### src/rtl/seq_det_monitor_if.sv
// Detector-to-monitor status bus: w/clear in, hit/count/gap/alarm status out.
interface seq_det_monitor_if #(
  parameter int unsigned CW = 8,
  parameter int unsigned GW = 8
);
  logic          w;
  logic          clear;
  logic          hit;
  logic [CW-1:0] count;
  logic [GW-1:0] gap;
  logic          gap_vld;
  logic          alarm;

  modport master (output w, clear, input hit, count, gap, gap_vld, alarm);
  modport slave  (input w, clear, output hit, count, gap, gap_vld, alarm);
endinterface

### src/rtl/seq_det_monitor.sv
// Edge-to-pulse monitor for the sequence detector with saturating hit count.
// Gap measurement, burst run tracking and alarm are built only with SEQ_DET_MONITOR_GAP_EN.
module seq_det_monitor #(
  parameter int unsigned CW     = 8,
  parameter int unsigned GW     = 8,
  parameter int unsigned BURST  = 3,
  parameter int unsigned MAXGAP = 4
) (
  input logic              clk,
  input logic              rst,
  seq_det_monitor_if.slave bus
);
  typedef enum logic [1:0] {IDLE, BLOCK, HIGH, LOW} state_t;

  localparam logic [CW-1:0] CNT_MAX = '1;

  if (BURST < 2 || MAXGAP < 1 || MAXGAP >= (2 ** GW) - 1) begin : g_bad_cfg
    $error("seq_det_monitor: BURST must be >= 2 and MAXGAP in [1, 2^GW-2]");
  end

  state_t        state;
  state_t        state_nxt;
  logic          det;
  logic          hit_q;
  logic [CW-1:0] count_q;

  always_ff @(posedge clk or negedge rst) begin
    if (!rst) state <= IDLE;
    else      state <= state_nxt;
  end

  // Detection is entry into HIGH; clear re-arms via BLOCK so a held level is not recounted
  always_comb begin
    state_nxt = state;
    det       = 1'b0;
    if (bus.clear) begin
      state_nxt = bus.w ? BLOCK : IDLE;
    end else begin
      case (state)
        IDLE:    if (bus.w)  begin state_nxt = HIGH; det = 1'b1; end
        BLOCK:   if (!bus.w) state_nxt = IDLE;
        HIGH:    if (!bus.w) state_nxt = LOW;
        LOW:     if (bus.w)  begin state_nxt = HIGH; det = 1'b1; end
        default: state_nxt = IDLE;
      endcase
    end
  end

  always_ff @(posedge clk or negedge rst) begin
    if (!rst) begin
      hit_q   <= 1'b0;
      count_q <= '0;
    end else if (bus.clear) begin
      hit_q   <= 1'b0;
      count_q <= '0;
    end else begin
      hit_q <= det;
      if (det && count_q != CNT_MAX) count_q <= count_q + CW'(1);
    end
  end

  assign bus.hit   = hit_q;
  assign bus.count = count_q;

`ifdef SEQ_DET_MONITOR_GAP_EN
  localparam int unsigned   RW       = $clog2(BURST + 1);
  localparam logic [GW-1:0] GCNT_MAX = '1;
  localparam logic [RW-1:0] RUN_MAX  = RW'(BURST);

  logic [GW-1:0] gcnt;
  logic [GW-1:0] gap_q;
  logic          gap_vld_q;
  logic [RW-1:0] run;
  logic [RW-1:0] run_nxt;
  logic          alarm_q;
  logic          from_low;

  assign from_low = (state == LOW);

  // A close detection extends the run; a first or far detection restarts it at 1
  always_comb begin
    run_nxt = run;
    if (det) begin
      if (from_low && gcnt <= GW'(MAXGAP)) run_nxt = (run == RUN_MAX) ? RUN_MAX : run + RW'(1);
      else                                 run_nxt = RW'(1);
    end
  end

  always_ff @(posedge clk or negedge rst) begin
    if (!rst) begin
      gcnt      <= '0;
      gap_q     <= '0;
      gap_vld_q <= 1'b0;
      run       <= '0;
      alarm_q   <= 1'b0;
    end else if (bus.clear) begin
      gcnt      <= '0;
      gap_q     <= '0;
      gap_vld_q <= 1'b0;
      run       <= '0;
      alarm_q   <= 1'b0;
    end else begin
      if (det)                                                     gcnt <= GW'(1);
      else if ((state == HIGH || state == LOW) && gcnt != GCNT_MAX) gcnt <= gcnt + GW'(1);
      if (det && from_low) begin
        gap_q     <= gcnt;
        gap_vld_q <= 1'b1;
      end
      run <= run_nxt;
      if (run_nxt == RUN_MAX) alarm_q <= 1'b1;
    end
  end

  assign bus.gap     = gap_q;
  assign bus.gap_vld = gap_vld_q;
  assign bus.alarm   = alarm_q;
`else
  assign bus.gap     = '0;
  assign bus.gap_vld = 1'b0;
  assign bus.alarm   = 1'b0;
`endif
endmodule
### src/flat_wrapper.sv
// flat-port wrapper written by rule: the top's interface ports become plain ports
module seq_det_monitor_flat 
#(
  parameter int unsigned CW     = 8,
  parameter int unsigned GW     = 8,
  parameter int unsigned BURST  = 3,
  parameter int unsigned MAXGAP = 4
)
  (clk, rst, bus_w, bus_clear, bus_hit, bus_count, bus_gap, bus_gap_vld, bus_alarm);
  seq_det_monitor_if #(.CW(CW), .GW(GW)) bus_i ();
  input logic clk;
  input logic rst;
  input wire logic [$bits(bus_i.w)-1:0] bus_w;
  input wire logic [$bits(bus_i.clear)-1:0] bus_clear;
  output wire logic [$bits(bus_i.hit)-1:0] bus_hit;
  output wire logic [$bits(bus_i.count)-1:0] bus_count;
  output wire logic [$bits(bus_i.gap)-1:0] bus_gap;
  output wire logic [$bits(bus_i.gap_vld)-1:0] bus_gap_vld;
  output wire logic [$bits(bus_i.alarm)-1:0] bus_alarm;
  assign bus_i.w = bus_w;
  assign bus_i.clear = bus_clear;
  assign bus_hit = bus_i.hit;
  assign bus_count = bus_i.count;
  assign bus_gap = bus_i.gap;
  assign bus_gap_vld = bus_i.gap_vld;
  assign bus_alarm = bus_i.alarm;
  seq_det_monitor #(.CW(CW), .GW(GW), .BURST(BURST), .MAXGAP(MAXGAP)) u_core (.clk(clk), .rst(rst), .bus(bus_i));
endmodule
### config.mk
export PLATFORM = sky130hd
export DESIGN_NAME = seq_det_monitor_flat
export DESIGN_NICKNAME = d
export VERILOG_FILES = /design/src/rtl/seq_det_monitor_if.sv /design/src/rtl/seq_det_monitor.sv /design/src/flat_wrapper.sv
export SDC_FILE = /design/constraint.sdc
export NUM_CORES = 1
export LEC_CHECK = 0
export ABC_AREA = 1
export CORE_UTILIZATION = 41
export CTS_CLUSTER_DIAMETER = 40
export DETAILED_ROUTE_END_ITERATION = 7
export PLACE_DENSITY = 0.78
export SYNTH_ARGS = -nofsm -noshare
export SYNTH_HDL_FRONTEND = slang
export SYNTH_SLANG_ARGS = --single-unit
### constraint.sdc
create_clock -name clk -period 1.38 [get_ports clk]
set_clock_uncertainty 0.1 [all_clocks]
set_input_delay 0.207 -clock clk [delete_from_list [all_inputs] [get_ports clk]]
set_output_delay 0.207 -clock clk [all_outputs]
set_load 0.005 [all_outputs]
* Yosys cells after proc, flatten, opt, wreduce, memory -nomap -nowiden
Cells that the tools add are included.
Storage, ports and cells: register bits 11, input bits 4, output and inout port bits 19, logic and storage cells 28
Operators by class: add/sub/neg operators 1, equal/unequal tests 7, mux-type cells 12, reductions and logical operators 5
Operators by type and width (count):
- $mux 8 | 2
- $add 8x1->8 const B | 1
- $mux 2 | 4
- $ne 8x8->1 const B | 1
- $ne 3x3->1 const B | 2
- $pmux 2 s3 | 1
- $mux 1 | 5
- $eq 2x2->1 const B | 2
- $ne 3x1->1 const B | 1
- $reduce_and 3->1 | 1
- $eq 2x1->1 const B | 1
- $logic_not 2->1 | 1
- $reduce_bool 2->1 | 1
- $reduce_or 2->1 | 1
- $logic_and 1x1->1 | 1

* Longest topological paths before layout
depth in word-level cells 7, depth in mapped cells 8

* Least setup slack after synthesis
No wires, ideal clock.
path kind register to register, start point register u_core.count_q[0], in the netlist u_core.bus.count[0], end point register u_core.count_q[4], in the netlist u_core.bus.count[4], data arrival time 1.138 ns, required time 1.163 ns, path slack 0.025 ns, stages on the path, launching flop included 7, buffers on the path 0, cell sequence dfrtp_1 ha_1 nand2_2 nor2_4 or2_2 nand3_1 nand2_1
Between the ends: cells in the longest elaborated chain, start to end 3, elaborated cells on any way between the ends 6
RTL lines:
- from (decl) | line seq_det_monitor.sv:25 | logic [CW-1:0] count_q;
- from (signal assigned) | line seq_det_monitor.sv:58 | if (det && count_q != CNT_MAX) count_q <= count_q + CW'(1);
- $add 8x1->8 or $ne 8x8->1 (tied branches) | line seq_det_monitor.sv:58
- $mux 8 or $logic_and 1x1->1 (tied branches) | line seq_det_monitor.sv:58
- $mux 8 or $reduce_bool 2->1 (tied branches)
Parallel ways exist; a longest one is shown, timed or not. The select of a mux whose other input is x is not followed. A chain may end at the register's enable or synchronous reset.

* Worst setup path in the final report
start point register u_core.count_q[0], in the netlist u_core.bus.count[0], end point register u_core.count_q[1], in the netlist u_core.bus.count[1]
Same word-level chain as after synthesis.

==> qor.yml <==
cts:
  clock_sinks: 11
  cts_made_buffers: 3
  clk_pin_slew_ns: 0.07
  cts_root_buf: "clkbuf_4"
  cts_hold_buf: 0
  clock_path_buffers: 2
  cts_htree_levels: 1
  clkLatencyLatePin_ns: 0.28
  cts_tree: "built"
layout:
  area_growth_pct: 41.3
  n_antenna_cell: 0
  drive_gt1_share_pct: 30.0
  finalNonFillerCells: 155
  utilization_pct: 62.5
  num-nets-final: 139
  stdcell_area_um2: 1080
pwr:
  cellLeakagePower_uw: 0.000559
  ir_drop_mv: 0.683
  power_density_nw_per_um2: 1120
grt:
  antenna_found_initial: 0
  grt_pass1_wl_mm: 2.57
  grtUsageTotal_pct: 18.1
  grt_max_degree: 12
  overflow: 0
  grt_pass1_vias: 627
drt:
  drtAntennaViolNets: 0
  routed_via_density: 4.63
  drc: 0
  dr_total_vias: 717
  routed_wl_mm: 1.70
  wl_per_cell_um: 11.0
  dr.pass1.iters: 4
  drtIter0Drc: 18
worst_setup_path:
  cp_slowest_cell: "dfrtp_1"
  path_max_fanout: 6
  r2r-end: "u_core.bus.count[1]"
  regToRegSetupSlack_ns: -0.02
  cp-start-kind: "flop"
  path_cells: "buf_6 > ha_4 > nand2_4 > nor2_4 > nand2_2 > nand2_4 > inv_6 > nand2_1 > nand2_1"
  cp.arrival_ns: 1.47
  endpoint_kind: "flop"
  critical_path_class: "reg2reg"
  crit_buf_inv: 2
  critPathTopFamily: "simple AND/OR/NAND/NOR gates"
  reg2reg_from: "u_core.bus.count[0]"
  endpoint: "u_core.bus.count[1]"
  crit_path_start: "u_core.bus.count[0]"
  cp.depth: 9
  rr_worst_depth: 9
  required_ns: 1.45
  cpPeakStageDelay_ns: 0.38
placement:
  port_buffers: 12
  placedInstanceArea_um2: 931
  dp_hpwl_mm: 1.07
  dp_cells: 141
  globalplace.congestion: 0.875
floorplanning:
  die-area_um2: 2040
  core.rowCount: 15
  num_io_pins: 23
  start_util_pct: 44.2
  core_um2: 1730
  fp.dieH_um: 45.1
  die_w_um: 45.1
timing:
  setup_tns_ns: -0.0331
  setup-violations-final: 2
  final_hold_viol_count: 0
  hold_slack_ns: 0.109
  period_minus_slack_ns: 1.40
  rsz0062_at_grt: "true"
  fmax_mhz: 714
  final.period_utilization_pct: 101
  slew_viol_final: 0
  setup_ws_ns: -0.0203
synthesis:
  synthFlopType: "dfrtp_1"
  syn_area_um2: 763
  synthTopCellsByArea: "dfrtp_1, nand2_1, buf_4"
  netlist_instances: 99
  synth_edf_count: 0
  synthTopCellsByCount: "nand2_1, nand3_1, dfrtp_1, buf_4, inv_1"
  yosysUniqueCellTypes: 20
  syn_avg_cell_area_um2: 7.71
  synth_top_area_share_pct: 36.1
  post-synth-top-count-cell: "nand2_1"
  yosysTopAreaCell: "dfrtp_1"
  ys_seq_elements: 11
  yosys_warnings: 0
  synthArstFlopShare_pct: 100
  synth_seq_area_share_pct: 36.1
status:
  status: "complete, but fails checks"
  violations: "negative setup slack"
flow_run:
  drv_cap: 0
min_path:
  hold_path.class: "in2async"
[worst min path at each step]
stage          startpoint                   to  slack, ns  depth (start not counted)
2_1_floorplan         rst  u_core.bus.count[0]      -0.19                          0
3_3_place_gp          rst  u_core.bus.count[5]       0.42                          2
3_5_place_dp          rst  u_core.bus.count[1]       0.41                          2
4_1_cts               rst  u_core.bus.count[1]       0.11                          2
5_1_grt               rst  u_core.bus.count[1]       0.12                          2
6_report              rst  u_core.bus.count[1]       0.11                          2
[worst reg2reg max path, delay by kind of cell (launching register included)]
family        cells  cell delay (ns)
simple gates      6             0.50
flops             1             0.38
buf+inv           2             0.17
fa+ha+maj         1             0.14
[cell usage in the layout (no fill, tap or decap), drive strengths merged]
cell type and n:
clkbuf 4, clkdlybuf4s50 3, inv 10, nand2 30, o21ai 6, a21oi 3
conb 10, clkdlybuf4s15 1, clkinv 1, nor2 9, dlygate4sd2 8, buf 15
or2 2, xor2 1, dfrtp 11, nand3 12, ha 4
[stage by stage]
stage | worst slack (ns) | power [uW]
after CTS | -0.0150 | 1150
after global placement | -0.0973 | 858
after floorplan | 0.0251 | 699
after detailed placement | -0.162 | 875
final | -0.0203 | 1210
after global routing | -0.0753 | 1310
[registers in the layout, summed over array words and instances (netlist names)]
signal,flops
u_core.state,2
u_core.bus.count,8
u_core.bus.hit,1
[where the power goes]
group	leakage [uW]	switching, uW	internal [uW]	total (uW)
combinational	0.000395	294	262	556
clock	0.0000150	116	112	228
sequential	0.000148	39.6	383	423
[cells by family (layout without fill, tap and decap cells)]
family	after synthesis	count (layout)	share of synthesized area, %
adders and majority gates	4	4	6.56
buffers and inverters	21	42	16.2
DFF	11	11	36.1
other	1	10	0.491
AOI/OAI and AO/OA	9	9	6.39
and+or+nand+nor	52	53	33.1
xor gates and xnor gates	1	1	1.15
[cell type report]
type,count,area (um^2)
inverters,11,51.3
clock buffers,4,26.3
repair buffers,27,243
flip-flops and latches,11,275
multi-input cells,77,452
fillers,157,648
well taps,25,31.3
[what timing repair did]
| action | in CTS | in global routing |
|---|---|---|
| setup buffers | 8 | 1 |
| setup endpoints to repair | 14 | 12 |
| pin swaps | 6 | 8 |
| resized for setup | 16 | 9 |
| gates cloned | 1 | 0 |
[per-layer routing]
layer	up-vias	track usage, %	part of all wire, %
li1	354	-	-
met1	333	22.4	44
met2	27	29.9	50
met3	3	4.80	5.3
met4	0	7.27	1.0
met5	-	0	0
Power figures use the tool's default switching activity.
